===== src/rtl/alu_exec_ctrl.sv =====
// Execute-stage sequencer: reads rn/rm, holds operands on the external ALU,
// then conditionally writes rd back and updates the architectural NZCV flags.
//
// state | meaning
// IDLE  | waiting for an instruction, instr_ready high
// RD    | register file addresses for rn/rm presented
// EX    | operands held on the ALU; mul stays here MUL_CYCLES cycles
// WB    | condition check, write-back, flag update, retire pulse
module alu_exec_ctrl #(
  parameter int MUL_CYCLES = 2
) (
  input  logic        i_clk,
  input  logic        i_rst,
  input  logic        i_instr_valid,
  input  logic [31:0] i_instr,
  output logic        o_instr_ready,
  output logic [3:0]  o_rf_ra1,
  output logic [3:0]  o_rf_ra2,
  input  logic [31:0] i_rf_rd1,
  input  logic [31:0] i_rf_rd2,
  output logic [31:0] o_alu_a,
  output logic [31:0] o_alu_b,
  output logic [31:0] o_alu_inf,
  input  logic [31:0] i_alu_r,
  input  logic        i_alu_n,
  input  logic        i_alu_z,
  input  logic        i_alu_c,
  input  logic        i_alu_v,
  output logic        o_rf_we,
  output logic [3:0]  o_rf_wa,
  output logic [31:0] o_rf_wd,
  output logic [3:0]  o_flags,
  output logic        o_done,
  output logic        o_illegal
);

  typedef enum logic [1:0] {
    S_IDLE = 2'd0,
    S_RD   = 2'd1,
    S_EX   = 2'd2,
    S_WB   = 2'd3
  } state_t;

  localparam logic [3:0] OP_MUL   = 4'h2;
  localparam logic [3:0] OP_CMP   = 4'h8;
  localparam logic [3:0] MUL_LAST = 4'(MUL_CYCLES - 1);

  state_t      r_state;
  state_t      w_next;
  logic [31:0] r_instr;
  logic [31:0] r_alu_a;
  logic [31:0] r_alu_b;
  logic [31:0] r_alu_inf;
  logic [31:0] r_res;
  logic [3:0]  r_ra1;
  logic [3:0]  r_ra2;
  logic [3:0]  r_wa;
  logic [3:0]  r_cnt;
  logic [3:0]  r_hflags;
  logic [3:0]  r_flags;

  logic [3:0]  w_cond;
  logic [3:0]  w_op;
  logic        w_s;
  logic [3:0]  w_rd;
  logic        w_fn, w_fz, w_fc, w_fv;
  logic        w_pass;
  logic        w_writes;
  logic        w_sets_flags;
  logic        w_ex_last;
  logic        w_ready;
  logic        w_done;
  logic        w_we;
  logic        w_ill;
  logic        w_flag_upd;

  assign w_cond       = r_instr[31:28];
  assign w_op         = r_instr[27:24];
  assign w_s          = r_instr[23];
  assign w_rd         = r_instr[22:19];
  assign {w_fn, w_fz, w_fc, w_fv} = r_flags;
  assign w_writes     = (w_op <= 4'h7);
  assign w_sets_flags = (w_op == OP_CMP) | (w_s & w_writes);
  assign w_ex_last    = (r_cnt == 4'd0);

  // Condition is judged against the flags as they stood before this instruction.
  always_comb begin
    w_pass = 1'b0;
    case (w_cond)
      4'h0: w_pass = w_fz;
      4'h1: w_pass = ~w_fz;
      4'h2: w_pass = w_fc;
      4'h3: w_pass = ~w_fc;
      4'h4: w_pass = w_fn;
      4'h5: w_pass = ~w_fn;
      4'h6: w_pass = w_fv;
      4'h7: w_pass = ~w_fv;
      4'h8: w_pass = w_fc & ~w_fz;
      4'h9: w_pass = ~w_fc | w_fz;
      4'hA: w_pass = (w_fn == w_fv);
      4'hB: w_pass = (w_fn != w_fv);
      4'hC: w_pass = ~w_fz & (w_fn == w_fv);
      4'hD: w_pass = w_fz | (w_fn != w_fv);
      4'hE: w_pass = 1'b1;
      default: w_pass = 1'b0;
    endcase
  end

  always_ff @(posedge i_clk) begin
    if (i_rst) r_state <= S_IDLE;
    else       r_state <= w_next;
  end

  // Retire outputs are gated by reset so an in-flight WB is dropped cleanly.
  always_comb begin
    w_next     = r_state;
    w_ready    = 1'b0;
    w_done     = 1'b0;
    w_we       = 1'b0;
    w_ill      = 1'b0;
    w_flag_upd = 1'b0;
    case (r_state)
      S_IDLE: begin
        w_ready = 1'b1;
        if (i_instr_valid) w_next = S_RD;
      end
      S_RD: w_next = S_EX;
      S_EX: if (w_ex_last) w_next = S_WB;
      S_WB: begin
        w_next = S_IDLE;
        if (!i_rst) begin
          w_done     = 1'b1;
          w_ill      = (w_op > OP_CMP);
          w_we       = w_pass & w_writes;
          w_flag_upd = w_pass & w_sets_flags;
        end
      end
      default: w_next = S_IDLE;
    endcase
  end

  // Addresses register on accept so the register file sees them for all of RD;
  // read data is sampled at the end of RD and held on the ALU through EX.
  always_ff @(posedge i_clk) begin
    if (i_rst) begin
      r_instr   <= '0;
      r_ra1     <= '0;
      r_ra2     <= '0;
      r_alu_a   <= '0;
      r_alu_b   <= '0;
      r_alu_inf <= '0;
      r_cnt     <= '0;
      r_res     <= '0;
      r_hflags  <= '0;
      r_wa      <= '0;
      r_flags   <= '0;
    end else begin
      case (r_state)
        S_IDLE: begin
          if (i_instr_valid) begin
            r_instr <= i_instr;
            r_ra1   <= i_instr[18:15];
            r_ra2   <= i_instr[14:11];
          end
        end
        S_RD: begin
          r_alu_a   <= i_rf_rd1;
          r_alu_b   <= i_rf_rd2;
          r_alu_inf <= {4'hE, r_instr[27:0]};
          r_cnt     <= (w_op == OP_MUL) ? MUL_LAST : 4'd0;
        end
        S_EX: begin
          if (w_ex_last) begin
            r_res    <= i_alu_r;
            r_hflags <= {i_alu_n, i_alu_z, i_alu_c, i_alu_v};
            r_wa     <= w_rd;
          end else begin
            r_cnt <= r_cnt - 4'd1;
          end
        end
        S_WB: if (w_flag_upd) r_flags <= r_hflags;
        default: ;
      endcase
    end
  end

  assign o_instr_ready = w_ready;
  assign o_rf_ra1      = r_ra1;
  assign o_rf_ra2      = r_ra2;
  assign o_alu_a       = r_alu_a;
  assign o_alu_b       = r_alu_b;
  assign o_alu_inf     = r_alu_inf;
  assign o_rf_we       = w_we;
  assign o_rf_wa       = r_wa;
  assign o_rf_wd       = r_res;
  assign o_flags       = r_flags;
  assign o_done        = w_done;
  assign o_illegal     = w_ill;

endmodule

===== config.mk =====
export PLATFORM = sky130hd
export DESIGN_NAME = alu_exec_ctrl
export DESIGN_NICKNAME = d
export VERILOG_FILES = /design/src/rtl/alu_exec_ctrl.sv
export SDC_FILE = /design/constraint.sdc
export NUM_CORES = 1
export LEC_CHECK = 0
export BUFFER_PORTS_ARGS = -buffer_cell sky130_fd_sc_hd__buf_2
export CAP_MARGIN = 20
export CORE_ASPECT_RATIO = 1.2
export CORE_MARGIN = 3
export CORE_UTILIZATION = 33
export CTS_BUF_LIST = sky130_fd_sc_hd__clkbuf_2
export DETAILED_ROUTE_END_ITERATION = 6
export GPL_TIMING_DRIVEN = 0
export PLACE_DENSITY = 0.57
export REMOVE_ABC_BUFFERS = 1
export SETUP_SLACK_MARGIN = 0.1
export SLEW_MARGIN = 20
export SYNTH_ARGS = -nofsm -noshare
export SYNTH_HDL_FRONTEND = slang
export SYNTH_SLANG_ARGS = --single-unit

===== constraint.sdc =====
create_clock -name i_clk -period 5.9 [get_ports i_clk]
set_input_delay 1.18 -clock i_clk [delete_from_list [all_inputs] [get_ports i_clk]]
set_output_delay 1.18 -clock i_clk [all_outputs]
set_load 0.01 [all_outputs]

==> qor.csv <==
stage,metric,value,unit
sta,worst clock skew,60.9,ps
worst_setup_path,WP data required,4720,ps
logic_synthesis,Post-Syn Instances,728,
detailed_routing,Iteration-0 DRC Markers,291,
sta,setup slack after layout,2050,ps
cells_and_area,multi-input logic area,2780,um2
logic_synthesis,async set-reset flop share out of synthesis,0,%
sta,Slew Limit Fails,0,
cells_and_area,NumNets Final,1111,
global_routing,largest net degree at the start of global routing,102,
worst_setup_path,CP Capture Type,output port,
placed_design,PortBufs,281,
clock_network,Post-CTS Setup Inserts,0,
logic_synthesis,"Top FF cell, synth",dfxtp_1,
clock_network,clock buffer depth,2,
cells_and_area,"leading cell type in the layout, fill and taps excluded",buf_2,
detailed_routing,first-pass iteration count of the detailed router,6,
floorplan,Ports,283,
worst_setup_path,critical path launch point,r_instr[30]$_SDFFE_PP0P_,
power_and_ir_drop,VDD IR-drop max,0.143,mV
worst_setup_path,crit path launch type,register,
clock_network,Worst-path clk slew,260,ps
clock_network,hold_buf cts,0,
power_and_ir_drop,Leak,3.83,nW
clock_network,Resize count post-CTS,0,
power_and_ir_drop,Power Dens Cells,380,nW/um2
placed_design,Post-Place Worst Slack,2160,ps
worst_setup_path,WS Path Type,register to output port,
sta,Setup-failing EPs final,0,
clock_network,CTS tree,yes,
clock_network,H-tree levels,4,
sta,RSZ-0062 raised after global routing,false,
sta,Max-slew headroom,48.8,%
global_routing,first-pass GRT wire length,27400,um
global_routing,vias in the first global route,5159,
floorplan,overall die height,161,um
logic_synthesis,synth top area cells,"dfxtp_1 53%, mux2i_1 15%, nand2_1 8.5%",
floorplan,Total Die Area,21700,um2
detailed_routing,Post-route DRC,0,
sta,Final min period,3850,ps
logic_synthesis,top-area cell type share of the netlist area,53.2,%
global_routing,Tot GR Track Use,15.7,%
detailed_routing,final wirelength,17700,um
clock_network,clk sinks,175,
worst_setup_path,crit path max fanout,10,
cells_and_area,FF/Latch Area,3500,um2
detailed_routing,Vias/cell,4.46,
logic_synthesis,Synth area leader,dfxtp_1,
sta,endpoints failing hold,0,
global_routing,antenna violations before repair,2,
sta,FMAX,0.260,GHz
cells_and_area,layout cells sized above 1,33.2,%
floorplan,Die X,135,um
sta,actual slew at the worst max-slew pin,766,ps
outcome,status,finished clean,
sta,Final period util,65.3,%
placed_design,HPWL after DPL,12200,um
global_routing,"Remaining Overflow, GRT",0,
sta,setup tns final,0,ps
logic_synthesis,"flops & latches, synth",175,
logic_synthesis,Ys Warns,0,
floorplan,Starting Density,34.3,%
floorplan,std cell rows,55,
detailed_routing,WL per Instance,14.2,um
placed_design,GPL Wtd Cong,0.758,
worst_setup_path,FF-to-FF path depth,5,
clock_network,clock root cell,clkbuf_2,
flow_run,max_cap viols,0,
detailed_routing,DR vias,5538,
worst_setup_path,R2R Setup Slk,3830,ps
logic_synthesis,synth unique cells,39,
worst_setup_path,Worst setup endpoint,o_rf_we,
detailed_routing,ANT nets after route,0,
worst_setup_path,worst r2r dst,o_flags[1]$_SDFFE_PP0P_,
logic_synthesis,Post-Syn Area per Cell,9.04,um2
logic_synthesis,"Seq/Total Area, Yosys",53.2,%
logic_synthesis,"EDFF count, synth",0,
cells_and_area,area grow syn2layout,27.7,%
cells_and_area,most frequent cells in the layout,"280 x buf_2, 175 x dfxtp_1, 147 x nand2_1, 101 x nor2_1, 100 x mux2i_1",
worst_setup_path,origin of the critical flop-to-flop path,r_instr[30]$_SDFFE_PP0P_,
clock_network,clock latency on the worst-skew pair,750,ps
worst_setup_path,crit path DAT,2670,ps
clock_network,Inserted Clock Buffers,17,
hold_path,worst hold-check path type,register to register,
cells_and_area,Filler Cell Count,1970,
floorplan,core area,19200,um2
logic_synthesis,synthesized area,6580,um2
[power breakdown]
group	switching, mW	internal [mW]
Clock	0.469	0.139
Combinational	0.609	0.473
Sequential	0.116	1.39
Total	1.19	2.00
[cell usage after synthesis (all sizes together), types with 3 or more instances]
cell type and instances:
dfxtp 175, nand2 149, nor2 101, mux2i 100, a21oi 75, clkbuf 40
buf 22, inv 10, nand2b 8, ha 5, nor2b 5, nor3 5
and2 3, nand3 3, or4b 3
[kinds of logic after synthesis]
family          count (synthesis)  synth area share [%]
buf+inv                        72                  4.90
mux                           101                  15.4
fa+ha+maj                       5                 0.950
other cells                     1                0.0570
compound gates                 89                  7.64
flops                         175                  53.2
simple gates                  282                  17.5
xor+xnor                        3                 0.399
[flip-flops by register name (all words and copies together), names as in the netlist]
name,cells
o_rf_wa,4
o_alu_b,32
o_alu_inf,29
o_alu_a,32
r_state,2
o_rf_wd,32
r_cnt,4
o_flags,4
r_instr,32
r_hflags,4
[how the worst min path moves through the flow]
stage,to,slack [ps],start,cells after the start
global route,o_alu_a[12]$_SDFFE_PP0P_,470,i_rf_rd1[12],3
global placement,o_rf_wd[26]$_SDFFE_PP0P_,440,o_rf_wd[26]$_SDFFE_PP0P_,2
floorplan,r_instr[0]$_SDFFE_PP0P_,430,r_instr[0]$_SDFFE_PP0P_,2
finish,o_rf_wd[0]$_SDFFE_PP0P_,470,o_rf_wd[0]$_SDFFE_PP0P_,2
detailed placement,o_rf_wd[13]$_SDFFE_PP0P_,440,o_rf_wd[13]$_SDFFE_PP0P_,2
CTS,o_rf_wd[13]$_SDFFE_PP0P_,470,o_rf_wd[13]$_SDFFE_PP0P_,2
[cell type report]
cell class              instances  area share (%)
multi-input cells             481            33.0
repair buffers                286            18.2
flip-flops and latches        175            41.7
clock inverters                14            1.74
well taps                     256            3.81
clock buffers                  18            1.07
inverters                      10           0.446
diodes                          1          0.0298
[layer usage]
metal / vias up / global-route usage (%) / part of all wire (%)
met2: 145 / 27.1 / 50
met1: 2516 / 18.8 / 42
met5: - / 0 / 0.040
li1: 2862 / - / -
met4: 2 / 3.57 / 0.83
met3: 13 / 5.67 / 6.6
[per-stage QoR]
stage                     hold slack [ps]  area [um2]  power (mW)  std cells  utilization, %
after floorplan                       430        6300        2.25        666               -
after global placement                439        8030        2.68       1203            41.8
after detailed placement              443        8170        2.63       1208            42.6
after CTS                             470        8410        3.25       1240            43.8
after global routing                  471        8410        3.43       1241            43.8
final                                 468        8410        3.19       1241            43.8
[worst max-delay path, stage by stage, from the launching register on]
cell and delay, ps:
dfxtp_1 560, nand2_1 130, or4b_1 510, a311o_1 370, nand3_1 80, and3b_1 180
buf_2 130
No activity file was read; power rests on OpenSTA's default activity.
